<file path="config.mk">
export PLATFORM = sky130hd
export DESIGN_NAME = dmem_arbiter
export DESIGN_NICKNAME = d
export VERILOG_FILES = /design/src/rtl/dmem_arb_pkg.sv /design/src/rtl/rr_arbiter2.sv /design/src/rtl/dmem_arbiter.sv
export SDC_FILE = /design/constraint.sdc
export NUM_CORES = 1
export LEC_CHECK = 0
export ABC_AREA = 1
export BUFFER_PORTS_ARGS = -buffer_cell sky130_fd_sc_hd__buf_4
export CORE_MARGIN = 1.5
export CORE_UTILIZATION = 25
export CTS_CLUSTER_SIZE = 40
export DETAILED_ROUTE_END_ITERATION = 8
export SLEW_MARGIN = 25
export SYNTH_ARGS = -nofsm -noshare
export SYNTH_HDL_FRONTEND = slang
export SYNTH_HIERARCHICAL = 1
export SYNTH_SLANG_ARGS = --single-unit
</file>
<file path="constraint.sdc">
create_clock -name clock -period 2.3 [get_ports clock]
set_input_delay 0.115 -clock clock [delete_from_list [all_inputs] [get_ports clock]]
set_output_delay 0.115 -clock clock [all_outputs]
set_load 0.005 [all_outputs]
</file>
<file path="src/rtl/dmem_arb_pkg.sv">
// dmem_arb_pkg: shared types and defaults for the data-memory arbiter.
//   state_t     - arbiter FSM states (IDLE, ACCESS, RDWAIT, RESP)
//   req_rec_t   - control fields of the request that won arbitration
//   DEPTH_DEF / ADDR_W_DEF / DATA_W_DEF - default memory geometry
//   REQ_ADDR_W  - width of each requester's address field on the bus
//   onehot_to_id - converts a 2-bit one-hot grant to a requester index
package dmem_arb_pkg;

  localparam int unsigned DEPTH_DEF  = 32;
  localparam int unsigned ADDR_W_DEF = 5;
  localparam int unsigned DATA_W_DEF = 32;
  localparam int unsigned REQ_ADDR_W = 32;

  typedef enum logic [1:0] {
    IDLE   = 2'd0,
    ACCESS = 2'd1,
    RDWAIT = 2'd2,
    RESP   = 2'd3
  } state_t;

  // Write data is kept outside the record so DATA_W can be overridden
  // per instance without touching the package.
  typedef struct packed {
    logic                  id;
    logic                  we;
    logic [REQ_ADDR_W-1:0] addr;
  } req_rec_t;

  function automatic logic onehot_to_id(input logic [1:0] onehot);
    return onehot[1];
  endfunction

endpackage

</file>
<file path="src/rtl/rr_arbiter2.sv">
// rr_arbiter2: two-way round-robin arbiter.
//   clock   in   clock, rising edge
//   reset   in   synchronous, active-high; pointer returns to requester 0
//   req     in   [1:0] pending requests
//   advance in   grant may be issued this cycle (owner is ready to accept)
//   gnt     out  [1:0] one-hot grant, combinational from req/pointer/advance
// A lone requester always wins. With both requesting, the pointer picks
// the winner; after every issued grant the pointer moves to the other side.
module rr_arbiter2 (
  input  logic       clock,
  input  logic       reset,
  input  logic [1:0] req,
  input  logic       advance,
  output logic [1:0] gnt
);

  logic ptr_q;
  logic ptr_d;

  always_comb begin
    gnt = 2'b00;
    if (advance) begin
      case (req)
        2'b01:   gnt = 2'b01;
        2'b10:   gnt = 2'b10;
        2'b11:   gnt = ptr_q ? 2'b10 : 2'b01;
        default: gnt = 2'b00;
      endcase
    end
  end

  // Winner 0 hands priority to 1 and vice versa, so ptr_d equals gnt[0].
  always_comb begin
    ptr_d = ptr_q;
    if (|gnt) begin
      ptr_d = gnt[0];
    end
  end

  always_ff @(posedge clock) begin
    if (reset) begin
      ptr_q <= 1'b0;
    end else begin
      ptr_q <= ptr_d;
    end
  end

endmodule

</file>
<file path="src/rtl/dmem_arbiter.sv">
// dmem_arbiter: shares one single-port data memory between two requesters
// (0 = CPU load/store, 1 = DMA/debug), one access at a time.
//   clock / reset          clock and synchronous active-high reset
//   req, req_we            per-requester request (held until gnt) and write flag
//   req_addr, req_wdata    packed per-requester address (32b) and write data
//   gnt                    one-hot accept pulse, combinational in IDLE
//   resp_valid/id/rdata/err  one-cycle completion with owner and read data
//   mem_addr/wdata/write/read  memory port, driven only during ACCESS
//   mem_rdata              memory read data, valid one cycle after mem_read
// Sequence: IDLE -> ACCESS -> (reads: RDWAIT) -> RESP -> IDLE.
// Optional feature macro DMEM_ARB_BOUNDS_CHECK_EN: addresses >= DEPTH get
// no memory strobe and complete with resp_err=1. Without it addresses
// wrap modulo DEPTH and resp_err is tied 0.
module dmem_arbiter
  import dmem_arb_pkg::*;
#(
  parameter int unsigned DEPTH  = DEPTH_DEF,
  parameter int unsigned ADDR_W = ADDR_W_DEF,
  parameter int unsigned DATA_W = DATA_W_DEF
) (
  input  logic                    clock,
  input  logic                    reset,
  input  logic [1:0]              req,
  input  logic [1:0]              req_we,
  input  logic [2*REQ_ADDR_W-1:0] req_addr,
  input  logic [2*DATA_W-1:0]     req_wdata,
  output logic [1:0]              gnt,
  output logic                    resp_valid,
  output logic                    resp_id,
  output logic [DATA_W-1:0]       resp_rdata,
  output logic                    resp_err,
  output logic [ADDR_W-1:0]       mem_addr,
  output logic [DATA_W-1:0]       mem_wdata,
  output logic                    mem_write,
  output logic                    mem_read,
  input  logic [DATA_W-1:0]       mem_rdata
);

  state_t            state_q, state_d;
  req_rec_t          rec_q, rec_d;
  logic [DATA_W-1:0] wdata_q, wdata_d;
  logic [DATA_W-1:0] rdata_q, rdata_d;

  logic [REQ_ADDR_W-1:0] addr_arr  [2];
  logic [DATA_W-1:0]     wdata_arr [2];

  logic              win_id;
  logic              oob;
  logic              access_en;
  logic              resp_en;
  logic [ADDR_W-1:0] addr_wrap;

  genvar gi;
  generate
    for (gi = 0; gi < 2; gi++) begin : g_unpack
      assign addr_arr[gi]  = req_addr[REQ_ADDR_W*gi +: REQ_ADDR_W];
      assign wdata_arr[gi] = req_wdata[DATA_W*gi +: DATA_W];
    end
  endgenerate

  // Grants are only offered while IDLE and never during reset, so a
  // requester raising req while the FSM is busy simply waits.
  rr_arbiter2 u_rr (
    .clock   (clock),
    .reset   (reset),
    .req     (req),
    .advance (!reset && (state_q == IDLE)),
    .gnt     (gnt)
  );

  assign win_id = onehot_to_id(gnt);

`ifdef DMEM_ARB_BOUNDS_CHECK_EN
  assign oob = (rec_q.addr >= REQ_ADDR_W'(DEPTH));
`else
  assign oob = 1'b0;
`endif

  assign addr_wrap = ADDR_W'(rec_q.addr % REQ_ADDR_W'(DEPTH));

  always_comb begin
    state_d = state_q;
    rec_d   = rec_q;
    wdata_d = wdata_q;
    rdata_d = rdata_q;
    case (state_q)
      IDLE: begin
        if (|gnt) begin
          rec_d.id   = win_id;
          rec_d.we   = req_we[win_id];
          rec_d.addr = addr_arr[win_id];
          wdata_d    = wdata_arr[win_id];
          state_d    = ACCESS;
        end
      end
      ACCESS: begin
        // Cleared here so writes (and rejected reads) answer with zero.
        rdata_d = '0;
        state_d = rec_q.we ? RESP : RDWAIT;
      end
      RDWAIT: begin
        rdata_d = oob ? '0 : mem_rdata;
        state_d = RESP;
      end
      RESP: begin
        state_d = IDLE;
      end
      default: begin
        state_d = IDLE;
      end
    endcase
  end

  always_ff @(posedge clock) begin
    if (reset) begin
      state_q <= IDLE;
      rec_q   <= '0;
      wdata_q <= '0;
      rdata_q <= '0;
    end else begin
      state_q <= state_d;
      rec_q   <= rec_d;
      wdata_q <= wdata_d;
      rdata_q <= rdata_d;
    end
  end

  // Reset gates the strobes combinationally so a write caught in ACCESS
  // when reset arrives never reaches the memory.
  assign access_en = !reset && (state_q == ACCESS);
  assign resp_en   = !reset && (state_q == RESP);

  assign mem_write = access_en &&  rec_q.we && !oob;
  assign mem_read  = access_en && !rec_q.we && !oob;
  assign mem_addr  = access_en ? addr_wrap : '0;
  assign mem_wdata = access_en ? wdata_q : '0;

  assign resp_valid = resp_en;
  assign resp_id    = resp_en && rec_q.id;
  assign resp_rdata = resp_en ? rdata_q : '0;

`ifdef DMEM_ARB_BOUNDS_CHECK_EN
  logic err_q;

  always_ff @(posedge clock) begin
    if (reset) begin
      err_q <= 1'b0;
    end else if (state_q == ACCESS) begin
      err_q <= oob;
    end
  end

  assign resp_err = resp_en && err_q;
`else
  assign resp_err = 1'b0;
`endif

endmodule

</file>
# == Word-level counts from Yosys, hierarchy flattened ==
# Index checks and enable logic that the tools add are counted.
# word_totals
ff_bits,74
in_bits,166
out_inout_bits,76
elab_cells,47
# classes
magnitude_cmp,2
n_eq_ne,7
mux,18
bitwise_logic,1
reduce_logical,12
# ops
op,count
$mux W32,5
$pmux W32 S2,1
$mux W5,4
$eq A2 B2 Y1 const B,4
$pmux W2 S4,1
$logic_and A1 B1 Y1,6
$mux W2,3
$pmux W2 S3,1
$eq A2 B1 Y1 const B,2
$mux W1,3
$ge A2 B2 Y1 const B,1
$logic_not A1 Y1,2
$logic_not A2 Y1,1
$lt A1 B2 Y1 const B,1
$ne A2 B1 Y1 const B,1
$not A1 Y2,1
$reduce_and A2 Y1,1
$reduce_bool A2 Y1,1
$reduce_or A2 Y1,1

# == Longest topological paths before layout ==
# Gate-level depths: netlist of the first run.
# logic_depth
depth_word,7
mapped_depth,14
mapped_depth_nobuf,12

# == Hierarchy ==
# Netlist of the first run, hierarchy kept.
# by_module_without_submodules
module,instances,cells_per_inst,area_each_um2,seq_area_each_um2
dmem_arbiter,1,650,3772.4,1461.4
rr_arbiter2,1,11,66.3,20.0

# == Worst setup path before layout of the first run ==
# No wires, ideal clock.
# synth_timing
kind,register -> register
start,register state_q[0]
end,register rec_q[0] (netlist bit)
setup_time_ns,0.113
arrival_ns,1.852
t_required_ns,2.187
setup_slack_ns,0.335
stages_incl_launch_ff,15
n_path_buf,3
synth_period_minus_slack_ns,1.965
cell_sequence,dfxtp_1 > inv_1 > ha_1 > inv_1 > nor2_1 > nand2_1 > a21oi_1 > buf_2 > inv_1 > buf_4 > buf_4 > nand2_1 > nand2_1 > nor2_1 > nor2_1
# synth_between
elab_chain_cells,7
word_cells_on_any_way,9
cone_classes,mux (4); bitwise (1); reduce/logical (4)
# synth_lines
element,line,rtl
from (decl),dmem_arbiter.sv:39,"state_t state_q, state_d;"
from (signal assigned),dmem_arbiter.sv:121,state_q <= state_d;
$logic_not A2 Y1 *,dmem_arbiter.sv:67,".advance (!reset && (state_q == IDLE)),"
$logic_and A1 B1 Y1 *,dmem_arbiter.sv:67,
$mux W2 *,rr_arbiter2.sv:22,if (advance) begin
via gnt[1],dmem_arbiter.sv:27,"output logic [1:0] gnt,"
$not A1 Y2 (implied by the code),dmem_arbiter.sv:91,rec_d.addr = addr_arr[win_id];
$mux W5 (implied by the code) (3 in a row),dmem_arbiter.sv:91,
to (signal assigned),dmem_arbiter.sv:122,rec_q <= rec_d;
to (decl),dmem_arbiter.sv:40,"req_rec_t rec_q, rec_d;"
# Mark *: on every way through the listed nets, which the timed path passes. The rest lies on a longest branch. The select of a mux whose other input is x is not followed.
# A chain may end at the register's enable or synchronous reset.

# == Worst setup path after layout of the first run ==
# layout_timing
start,register state_q[0]
end,register wdata_q[5]
# layout_between
elab_chain_cells,7
word_cells_on_any_way,9
cone_classes,mux (4); bitwise (1); reduce/logical (4)
# layout_lines
element,line,rtl
$logic_not A2 Y1 *,"dmem_arbiter.sv:67, dmem_arbiter.sv:86",
$logic_and A1 B1 Y1,dmem_arbiter.sv:67,
$mux W2,rr_arbiter2.sv:22,
$not A1 Y2 (implied by the code),dmem_arbiter.sv:92,wdata_d = wdata_arr[win_id];
$mux W32 (implied by the code) (3 in a row),dmem_arbiter.sv:92,
to (signal assigned),dmem_arbiter.sv:123,wdata_q <= wdata_d;
to (decl),dmem_arbiter.sv:41,"logic [DATA_W-1:0] wdata_q, wdata_d;"
# Mark *: on every way between the ends. The rest lies on a longest branch, timed or not. The select of a mux whose other input is x is not followed.

==> results.json, run 1 <==
{
  "outcome": "finished, final reports clean",
  "nNetsFinal": 1000,
  "grt_usage_pct": 13.6,
  "path_max_fanout": 42,
  "hold_viol_final": 0,
  "synth_common_cells": "266 x nand2_1, 154 x nor2_1, 80 x inv_1",
  "crit_required_ns": 2.57,
  "synth_area_leaders": "dfxtp_1 39%, nand2_1 26%, nor2_1 15%, inv_1 7.8%, a21oi_1 4.4%",
  "clock_path_buffers": 2,
  "leakage_nw": 2.91,
  "io_pins": 242,
  "fill_cells": 1717,
  "critical_path_class": "flip-flop to flip-flop",
  "drtPass1Iterations": 4,
  "end_kind": "flip-flop",
  "r2r_start": "state_q[0]$_SDFFE_PP0P_",
  "rsz0062_at_grt": "false",
  "grt_pass1_wl_um": 17700,
  "cpMostUsedCell": "nand2_1",
  "n_antenna_cell": 0,
  "critical_path.top_delay_family": "buffers and inverters",
  "antenna_left": 0,
  "via_per_inst": 4.06,
  "drc_errors": 0,
  "whs_endpoint": "rdata_q[6]$_SDFFE_PP0P_",
  "dpl.hpwl_um": 7350,
  "hold_path.class": "input pin to flip-flop",
  "cp-start-kind": "flip-flop",
  "reg2reg_to": "wdata_q[5]$_SDFFE_PP0P_",
  "synthMostInstantiatedCell": "nand2_1",
  "worstPathArrival_ns": 2.26,
  "ys_ff_latch": 74,
  "ys_async_sr_fraction_pct": 0,
  "fin_ws_ns": 0.315,
  "setup_viol": 0,
  "wl_per_cell_um": 10.7,
  "grt_overflow": 0,
  "syn_avg_cell_area_sq_um": 5.81,
  "drv_slew": 0,
  "synth_ff_type": "dfxtp_1",
  "core_sq_um": 15100,
  "drv_cap": 0,
  "rrSetupSlack_ns": 0.31,
  "root_buffer": "clkbuf_16",
  "slowest_stage": "dfxtp_1",
  "synth_edf_count": 0,
  "cts_setup_buffers": 0,
  "dieArea_sq_um": 16100,
  "setup_tns_ns": 0,
  "drt_wl_total_um": 10900,
  "syn_nets": 831,
  "hold-path-cell-count": 3,
  "synth_warnings": 6,
  "crit_chain": "inv_1 > ha_1 > inv_1 > nor2_2 > nand2_1 > a21oi_4 > buf_12 > o21ai_4 > buf_4 > nand2_1 > nand2_1 > nor2_1",
  "synth_top_area_share_pct": 38.6,
  "num_rows": 45,
  "start_util_pct": 25.4,
  "cpPeakStageDelay_ns": 0.34,
  "design_power_total_mw": 4.94,
  "preCtsSetupSlack_ns": 0.220,
  "die_y_um": 127,
  "num_vias": 4155,
  "min_period_over_period_pct": 86.3,
  "min_period_ns": 1.99,
  "gp_congestion": 0.694,
  "yosysTopAreaCell": "dfxtp_1",
  "synth_cell_types": 18,
  "grt_pass1_vias": 3670,
  "drive_gt1_share_pct": 26.2,
  "numClockSinks": 74,
  "grt_start_max_net_pins": 55,
  "r2r_cells": 12,
  "clkLatencyLatePin_ns": 0.34,
  "fp.dieW_um": 127,
  "synthCells": 661,
  "io_buffers": 186,
  "path_clk_slew_ns": 0.07,
  "worstHoldStart": "mem_rdata[6]",
  "antenna_found_initial": 0,
  "cts_buffers": 9,
  "cts_tree": "yes",
  "vdd_drop_max_v": 0.000368,
  "fmax_mhz": 504,
  "crit_buf_inv": 4,
  "area_growth_pct": 49.6,
  "finClkSkew_ns": 0.00822,
  "h-tree-depth": 3,
  "first_iter_violations": 164,
  "syn_area_sq_um": 3840,
  "power_density_nw_per_um2": 860,
  "yosysSeqAreaShare_pct": 38.6
}
cell families (layout without fill, tap and decap cells):
kind of cell	count (synthesis)	count (layout)	synth area share, %
AND/OR/NAND/NOR	424	424	41.6
buffers and inverters	121	295	13.4
AO/OA/AOI/OAI	37	37	5.02
adder cells (fa/ha/maj)	4	4	1.30
other	1	1	0.0977
flip-flops	74	74	38.6
registers in the layout, indices dropped and copies added (netlist names):
signal / flops
rdata_q: 32
rec_q: 7
state_q: 2
u_rr/ptr_q: 1
wdata_q: 32
per-layer routing:
layer | up-vias | share of wire, % | track usage (%)
li1 | 2248 | - | -
met2 | 133 | 46 | 22.7
met1 | 1763 | 46 | 16.4
met4 | 0 | 1.2 | 3.74
met3 | 11 | 7.3 | 5.15
met5 | - | 0 | 0
worst reg2reg max path, cell delays in order, from the launching register on:
cell and delay, ns:
dfxtp_1 0.34, inv_1 0.12, ha_1 0.18, inv_1 0.06, nor2_2 0.15, nand2_1 0.12
a21oi_4 0.16, buf_12 0.24, o21ai_4 0.11, buf_4 0.21, nand2_1 0.08, nand2_1 0.04
nor2_1 0.10
area by class of cell:
type | instances | area (sq um) | share of cell area, %
Multi-Input combinational cell | 466 | 1870 | 32.5
Timing Repair Buffer | 197 | 1530 | 26.6
Sequential cell | 74 | 1480 | 25.8
Inverter | 82 | 308 | 5.36
Tap cell | 188 | 235 | 4.09
Clock buffer | 9 | 225 | 3.92
Clock inverter | 7 | 100 | 1.74
stage by stage:
stage	std cells	hold slack [ns]	util, %	area, sq um
after floorplan	661	0.177	-	3840
after global placement	1007	0.372	35.9	5420
after detailed placement	1007	0.378	35.9	5420
after CTS	1023	0.0105	38.1	5740
after global routing	1023	0.0164	38.1	5740
final	1023	0.0221	38.1	5740
worst max-delay path by stage:
| stage | start | to | cells after the start |
|---|---|---|---|
| floorplan | state_q[0]$_SDFFE_PP0P_ | rec_q[0]$_SDFFE_PP0P_ | 14 |
| global placement | state_q[0]$_SDFFE_PP0P_ | rec_q[32]$_SDFFE_PP0P_ | 12 |
| detailed placement | state_q[0]$_SDFFE_PP0P_ | wdata_q[29]$_SDFFE_PP0P_ | 12 |
| CTS | state_q[0]$_SDFFE_PP0P_ | wdata_q[5]$_SDFFE_PP0P_ | 12 |
| global route | state_q[0]$_SDFFE_PP0P_ | wdata_q[6]$_SDFFE_PP0P_ | 12 |
| finish | state_q[0]$_SDFFE_PP0P_ | wdata_q[5]$_SDFFE_PP0P_ | 12 |
cell usage in the layout (no fill, tap or decap):
| cell | instances |
|---|---|
| a21oi_1 | 33 |
| a21oi_2 | 1 |
| a21oi_4 | 1 |
| buf_12 | 4 |
| buf_4 | 193 |
| bufinv_16 | 2 |
| clkbuf_16 | 9 |
| clkinv_1 | 1 |
| clkinv_2 | 1 |
| clkinv_4 | 2 |
| conb_1 | 1 |
| dfxtp_1 | 74 |
| ha_1 | 4 |
| inv_1 | 80 |
| inv_2 | 1 |
| inv_6 | 2 |
| nand2_1 | 266 |
| nand2_2 | 1 |
| nand3_1 | 3 |
| nor2_1 | 153 |
| nor2_2 | 1 |
| o21ai_0 | 1 |
| o21ai_4 | 1 |
report_power, final:
part           switching (mW)  internal, mW  leakage (nW)
Combinational            1.07         0.652          2.15
Sequential             0.0964          1.57         0.603
Clock                   0.593         0.959         0.160
timing repair:
action                     CTS  global route
setup endpoints to repair    0            14
hold buffers                 0             0
gates resized for setup      0             1
Power figures use the tool's default switching activity.
==> inputs of run 2 (changes only) <==
--- a/config.mk
+++ b/config.mk
@@ -8,9 +8,10 @@
 export ABC_AREA = 1
 export BUFFER_PORTS_ARGS = -buffer_cell sky130_fd_sc_hd__buf_4
 export CORE_MARGIN = 1.5
-export CORE_UTILIZATION = 25
+export CORE_UTILIZATION = 43
 export CTS_CLUSTER_SIZE = 40
 export DETAILED_ROUTE_END_ITERATION = 8
+export PLACE_DENSITY = 0.81
 export SLEW_MARGIN = 25
 export SYNTH_ARGS = -nofsm -noshare
 export SYNTH_HDL_FRONTEND = slang
==> run 2 against run 1 <==
  * Register-to-register slack lost 0.10 ns
  * Worst hold slack gained 0.0078 ns
  * Combinational power about the same
  * Largest power group unchanged
==> results.json, run 2 (same netlist as run 1, synthesis figures left out) <==
{
  "path_max_fanout": 42,
  "whs_endpoint": "rdata_q[12]$_SDFFE_PP0P_",
  "power_density_nw_per_um2": 777,
  "hold_viol_final": 0,
  "fill_cells": 828,
  "drv_cap": 0,
  "drc_errors": 0,
  "outcome": "finished, final reports clean",
  "clock_path_buffers": 2,
  "core_sq_um": 8680,
  "wl_met1_um": 4290,
  "finClkSkew_ns": 0.00517,
  "via_per_inst": 4.51,
  "topRoutingLayerUsed": "met4",
  "fp.dieW_um": 97.5,
  "wl_met3_um": 644,
  "cpMostUsedCell": "inv_1",
  "setup_viol": 0,
  "cts_setup_buffers": 0,
  "num_rows": 34,
  "end_kind": "primary output",
  "setup_tns_ns": 0,
  "critical_path.top_delay_family": "buffers and inverters",
  "area_growth_pct": 42.7,
  "min_period_ns": 2.10,
  "drv_slew": 0,
  "grt_pass1_vias": 4054,
  "grt_start_max_net_pins": 47,
  "crit_buf_inv": 4,
  "cts_buffers": 9,
  "grt_pass1_wl_um": 16900,
  "drive_gt1_share_pct": 26.3,
  "final_cells": 943,
  "leakage_nw": 2.84,
  "min_period_over_period_pct": 91.3,
  "first_iter_violations": 123,
  "r2r_cells": 12,
  "n_antenna_cell": 0,
  "die_y_um": 97.5,
  "slowest_stage": "dfxtp_1",
  "root_buffer": "clkbuf_8",
  "place_inst": 927,
  "wl_per_cell_um": 10.7,
  "num_vias": 4254,
  "antenna_found_initial": 0,
  "gp_congestion": 0.799,
  "fmax_mhz": 476,
  "top_regs": "rdata_q x32, wdata_q x32, rec_q x7",
  "critical_path_class": "flip-flop to primary output",
  "cpPeakStageDelay_ns": 0.34,
  "io_buffers": 186,
  "cts_tree": "yes",
  "rsz0062_at_grt": "false",
  "layout_common_cells": "266 x nand2_1, 194 x buf_4, 153 x nor2_1",
  "wl_met2_um": 4980,
  "r2r_start": "state_q[0]$_SDFFE_PP0P_",
  "clkLatencyLatePin_ns": 0.34,
  "dpl.hpwl_um": 7410,
  "hold-path-cell-count": 3,
  "worstPathArrival_ns": 1.99,
  "hold_path.class": "input pin to flip-flop",
  "crit_chain": "inv_1 > ha_2 > inv_1 > nor2_2 > nand2_1 > a21oi_4 > buf_12 > buf_4",
  "rrSetupSlack_ns": 0.21,
  "final_common_cell": "nand2_1",
  "dieArea_sq_um": 9500,
  "path_clk_slew_ns": 0.08,
  "nNetsFinal": 1000,
  "vdd_drop_max_v": 0.000449,
  "start_util_pct": 44.2,
  "reg2reg_to": "wdata_q[18]$_SDFFE_PP0P_",
  "numClockSinks": 74,
  "cp-start-kind": "flip-flop",
  "drt_wl_total_um": 10100,
  "io_pins": 242,
  "worstHoldStart": "mem_rdata[12]",
  "antenna_left": 0,
  "h-tree-depth": 3,
  "grt_overflow": 0,
  "crit_required_ns": 2.18,
  "grt_usage_pct": 21.1,
  "drtPass1Iterations": 5
}
run 2: cell types whose count changed in the layout (fill, tap and decap cells not counted), sizes merged:
| cell | before | now |
|---|---|---|
| clkinv | 4 | 6 |
| bufinv | 2 | 0 |
| clkbuf | 9 | 10 |
| inv | 83 | 81 |
| clkinvlp | 0 | 1 |
run 2: what timing repair did:
| action | 4_1_cts | 5_1_grt |
|---|---|---|
| gates resized for setup | 0 | 2 |
| hold buffers | 0 | 0 |
| setup endpoints to repair | 0 | 40 |
run 2: worst max path at each step:
stage	cells past startpoint	start	to	slack, ns
2_1_floorplan	14	state_q[0]$_SDFFE_PP0P_	rec_q[0]$_SDFFE_PP0P_	0.34
3_3_place_gp	12	state_q[0]$_SDFFE_PP0P_	rec_q[32]$_SDFFE_PP0P_	0.23
3_5_place_dp	12	state_q[0]$_SDFFE_PP0P_	wdata_q[27]$_SDFFE_PP0P_	0.07
4_1_cts	8	state_q[0]$_SDFFE_PP0P_	gnt[1]	0.06
5_1_grt	12	state_q[0]$_SDFFE_PP0P_	wdata_q[18]$_SDFFE_PP0P_	0.004
6_report	8	state_q[0]$_SDFFE_PP0P_	gnt[1]	0.20
run 2: cell type report:
class	instances	area, sq um	area share [%]
clock buffers	10	138	2.51
flip-flops and latches	74	1480	27.0
multi-input cells	466	1870	34.1
clock inverters	6	32.5	0.594
repair buffers	197	1520	27.7
inverters	82	308	5.62
well taps	108	135	2.47
run 2: worst min-delay path, cell delays in order:
cell and delay (ns):
buf_4 0.11, nand2_1 0.05, a21oi_1 0.05
run 2: per-layer routing:
layer | track usage [%] | vias up
met5 | 0 | -
met4 | 7.14 | 0
met3 | 4.10 | 19
met2 | 39.0 | 144
met1 | 24.0 | 1846
li1 | - | 2245
run 2: power breakdown:
part	internal (mW)	switching (mW)
Clock	0.411	0.460
Sequential	1.57	0.103
Combinational	0.651	1.06
Total	2.63	1.63
run 2: metrics by stage:
stage | setup slack, ns | area, sq um | power, mW | hold WS (ns) | utilization (%)
after floorplan | 0.335 | 3840 | 2.89 | 0.177 | -
after global placement | 0.227 | 5300 | 3.32 | 0.370 | 61.1
after detailed placement | 0.0745 | 5300 | 3.41 | 0.378 | 61.1
after CTS | 0.0568 | 5470 | 4.29 | 0.0141 | 63.1
after global routing | 0.00362 | 5480 | 4.63 | 0.0250 | 63.1
final | 0.200 | 5480 | 4.26 | 0.0298 | 63.1
==> inputs of run 3 (changes only) <==
--- a/config.mk
+++ b/config.mk
@@ -8,12 +8,11 @@
 export ABC_AREA = 1
 export BUFFER_PORTS_ARGS = -buffer_cell sky130_fd_sc_hd__buf_4
 export CORE_MARGIN = 1.5
-export CORE_UTILIZATION = 43
+export CORE_UTILIZATION = 29
 export CTS_CLUSTER_SIZE = 40
 export DETAILED_ROUTE_END_ITERATION = 8
-export PLACE_DENSITY = 0.81
+export PLACE_DENSITY = 0.58
 export SLEW_MARGIN = 25
 export SYNTH_ARGS = -nofsm -noshare
 export SYNTH_HDL_FRONTEND = slang
-export SYNTH_HIERARCHICAL = 1
 export SYNTH_SLANG_ARGS = --single-unit
==> run 3 against run 2 <==
  * Non-clock buffer count is 2 higher
  * Clock power is 70% higher
  * Die area is 61% higher
  * Count of clock-buffer cells in the layout is 1 higher
  * Critical path depth is 1 higher
  * Synthesized area is 10% higher
  * Total power is 20% higher
  * Cell area is 11% higher
  * First-iteration DRC count is 76% higher
==> results.json, run 3 <==
{
  "outcome": "finished, final reports clean",
  "end_kind": "primary output",
  "area_growth_pct": 43.2,
  "ys_ff_latch": 74,
  "leakage_nw": 3.27,
  "yosysTopAreaCell": "dfxtp_1",
  "h-tree-depth": 3,
  "muxShareOfSynthArea_pct": 0,
  "antenna_left": 0,
  "design_power_total_mw": 5.12,
  "numClockSinks": 74,
  "core_sq_um": 14000,
  "grt_pass1_vias": 3995,
  "grt_usage_pct": 16.6,
  "cts_setup_buffers": 0,
  "drv_cap": 0,
  "min_period_over_period_pct": 91.6,
  "grt_pass1_wl_um": 19900,
  "path_clk_slew_ns": 0.06,
  "setup_viol": 0,
  "slew-limit-headroom_pct": 53.6,
  "syn_nets": 877,
  "synth_cell_types": 19,
  "crit_chain": "inv_1 > ha_2 > inv_2 > nor2_4 > buf_8 > nand3_1 > buf_4 > inv_1 > buf_4",
  "top_regs": "rdata_q x32, wdata_q x32, rec_q x7",
  "num_vias": 4572,
  "grt_start_max_net_pins": 42,
  "power.internal_mw": 3.21,
  "synth_top_area_share_pct": 35.0,
  "clock_path_buffers": 2,
  "first_iter_violations": 217,
  "syn_avg_cell_area_sq_um": 6.00,
  "cts_tree": "yes",
  "ctsHoldBuffers": 0,
  "hold_viol_final": 0,
  "die_y_um": 124,
  "grt_overflow": 0,
  "synth_ff_type": "dfxtp_1",
  "p_comb_share_pct": 39.7,
  "synth_area_leaders": "dfxtp_1 35%, nand2_1 17%, inv_1 14%, nand3_1 8.7%, nor2_1 6.4%",
  "worstPathArrival_ns": 1.99,
  "hold_path.class": "input pin to flip-flop",
  "min_period_ns": 2.11,
  "synthMostInstantiatedCell": "nand2_1",
  "io_pins": 242,
  "via_per_inst": 4.35,
  "fmax_mhz": 475,
  "dieArea_sq_um": 15300,
  "cp-start-kind": "flip-flop",
  "root_buffer": "clkbuf_16",
  "path_max_fanout": 22,
  "clock_power_share_pct": 29.0,
  "start_util_pct": 30.1,
  "final_common_cell": "buf_4",
  "crit_required_ns": 2.18,
  "synth-simple-area-share_pct": 38.4,
  "p_sw_mw": 1.91,
  "n_antenna_cell": 0,
  "synth_xor_area_share_pct": 0,
  "cpPeakStageDelay_ns": 0.35,
  "power_switching_share_pct": 37.3,
  "rsz0062_at_grt": "false",
  "synth_common_cells": "192 x nand2_1, 155 x inv_1, 74 x dfxtp_1, 74 x nand3_1, 72 x nor2_1",
  "finClkSkew_ns": 0.00985,
  "drc_errors": 0,
  "ctsResizeCount": 0,
  "clkLatencyLatePin_ns": 0.33,
  "critical_path_class": "flip-flop to primary output",
  "setup_tns_ns": 0,
  "power_density_nw_per_um2": 844,
  "drtPass1Iterations": 4,
  "cts_buffers": 9,
  "vdd_drop_max_v": 0.000370,
  "layout_common_cells": "194 x buf_4, 192 x nand2_1, 155 x inv_1",
  "critical_path.top_delay_family": "buffers and inverters",
  "synthAdderAreaFrac_pct": 1.48,
  "yosysSeqAreaShare_pct": 35.0,
  "synth_edf_count": 0,
  "antenna_found_initial": 0,
  "power_frac_seq_pct": 31.3,
  "fp.dieW_um": 124,
  "num_rows": 43,
  "wl_per_cell_um": 12.2,
  "worstMarginPinSlew_ns": 0.693,
  "synth_warnings": 0,
  "gp_congestion": 0.779,
  "crit_buf_inv": 6,
  "synth_compound_area_share_pct": 4.82,
  "drv_slew": 0,
  "drive_gt1_share_pct": 25.3,
  "syn_area_sq_um": 4230,
  "synth_top_family_by_area": "simple AND/OR/NAND/NOR gates",
  "drt_wl_total_um": 12800,
  "synthCells": 706,
  "nNetsFinal": 1036,
  "dpl.hpwl_um": 8600,
  "ys_async_sr_fraction_pct": 0,
  "fill_cells": 1572,
  "io_buffers": 186,
  "slowest_stage": "dfxtp_1"
}
-- run 3: worst register-to-register path: cells and delay by family (launching register included) --
| kind | cells | cell delay [ns] |
|---|---|---|
| adders and majority gates | 1 | 0.24 |
| buffers and inverters | 5 | 0.67 |
| DFF | 1 | 0.35 |
| and+or+nand+nor | 5 | 0.51 |
-- run 3: layout make-up --
type | count | area, sq um | area share, %
clock buffers | 11 | 233 | 3.84
clock inverters | 5 | 78.8 | 1.30
inverters | 158 | 593 | 9.79
multi-input cells | 423 | 1900 | 31.3
flip-flops and latches | 74 | 1480 | 24.4
well taps | 180 | 225 | 3.72
repair buffers | 199 | 1550 | 25.6
-- run 3: path summary, 6_finish.rpt --
path / startpoint / depth (start not counted) / slack, ns / to
worst max-delay path: state_q[0]$_SDFFE_PP0P_ / 9 / 0.19 / gnt[1]
worst min-delay path: mem_rdata[31] / 3 / 0.06 / rdata_q[31]$_SDFFE_PP0P_
worst max register to register: state_q[0]$_SDFFE_PP0P_ / 11 / 0.43 / wdata_q[5]$_SDFFE_PP0P_
worst min register to register: rdata_q[18]$_SDFFE_PP0P_ / 2 / 0.46 / rdata_q[18]$_SDFFE_PP0P_
-- run 3: per-stage QoR --
step | instance area, sq um | util, % | instances | hold WS, ns | setup slack (ns)
after floorplan | 4230 | - | 706 | 0.277 | 0.763
after detailed placement | 5740 | 40.9 | 1034 | 0.401 | 0.347
after global placement | 5740 | 40.9 | 1034 | 0.397 | 0.345
final | 6060 | 43.2 | 1050 | 0.0559 | 0.194
after CTS | 6050 | 43.1 | 1050 | 0.0373 | 0.0582
after global routing | 6060 | 43.2 | 1050 | 0.0530 | 0.0210
-- run 3: cells by family after synthesis --
family / Yosys count
adder cells (fa/ha/maj): 5
buffers and inverters: 209
flip-flops: 74
AO/OA/AOI/OAI: 38
AND/OR/NAND/NOR: 379
other: 1
-- run 3: power by group through the flow --
stage / clock (mW) / combinational (mW) / sequential [mW]
4_1_cts: 1.54 / 2.05 / 1.60
3_3_place_gp: 0 / 2.03 / 1.62
5_1_grt: 1.60 / 2.32 / 1.62
3_5_place_dp: 0 / 2.04 / 1.63
6_report: 1.48 / 2.03 / 1.60
2_1_floorplan: 0 / 1.39 / 1.61
-- run 3: layer usage --
| metal | GRT usage, % | routed length [um] | share of wire, % |
|---|---|---|---|
| met5 | 0 | 0 | 0 |
| met4 | 6.82 | 294 | 2.3 |
| met3 | 3.11 | 640 | 5.0 |
| met2 | 26.1 | 5750 | 45 |
| met1 | 22.4 | 6100 | 48 |
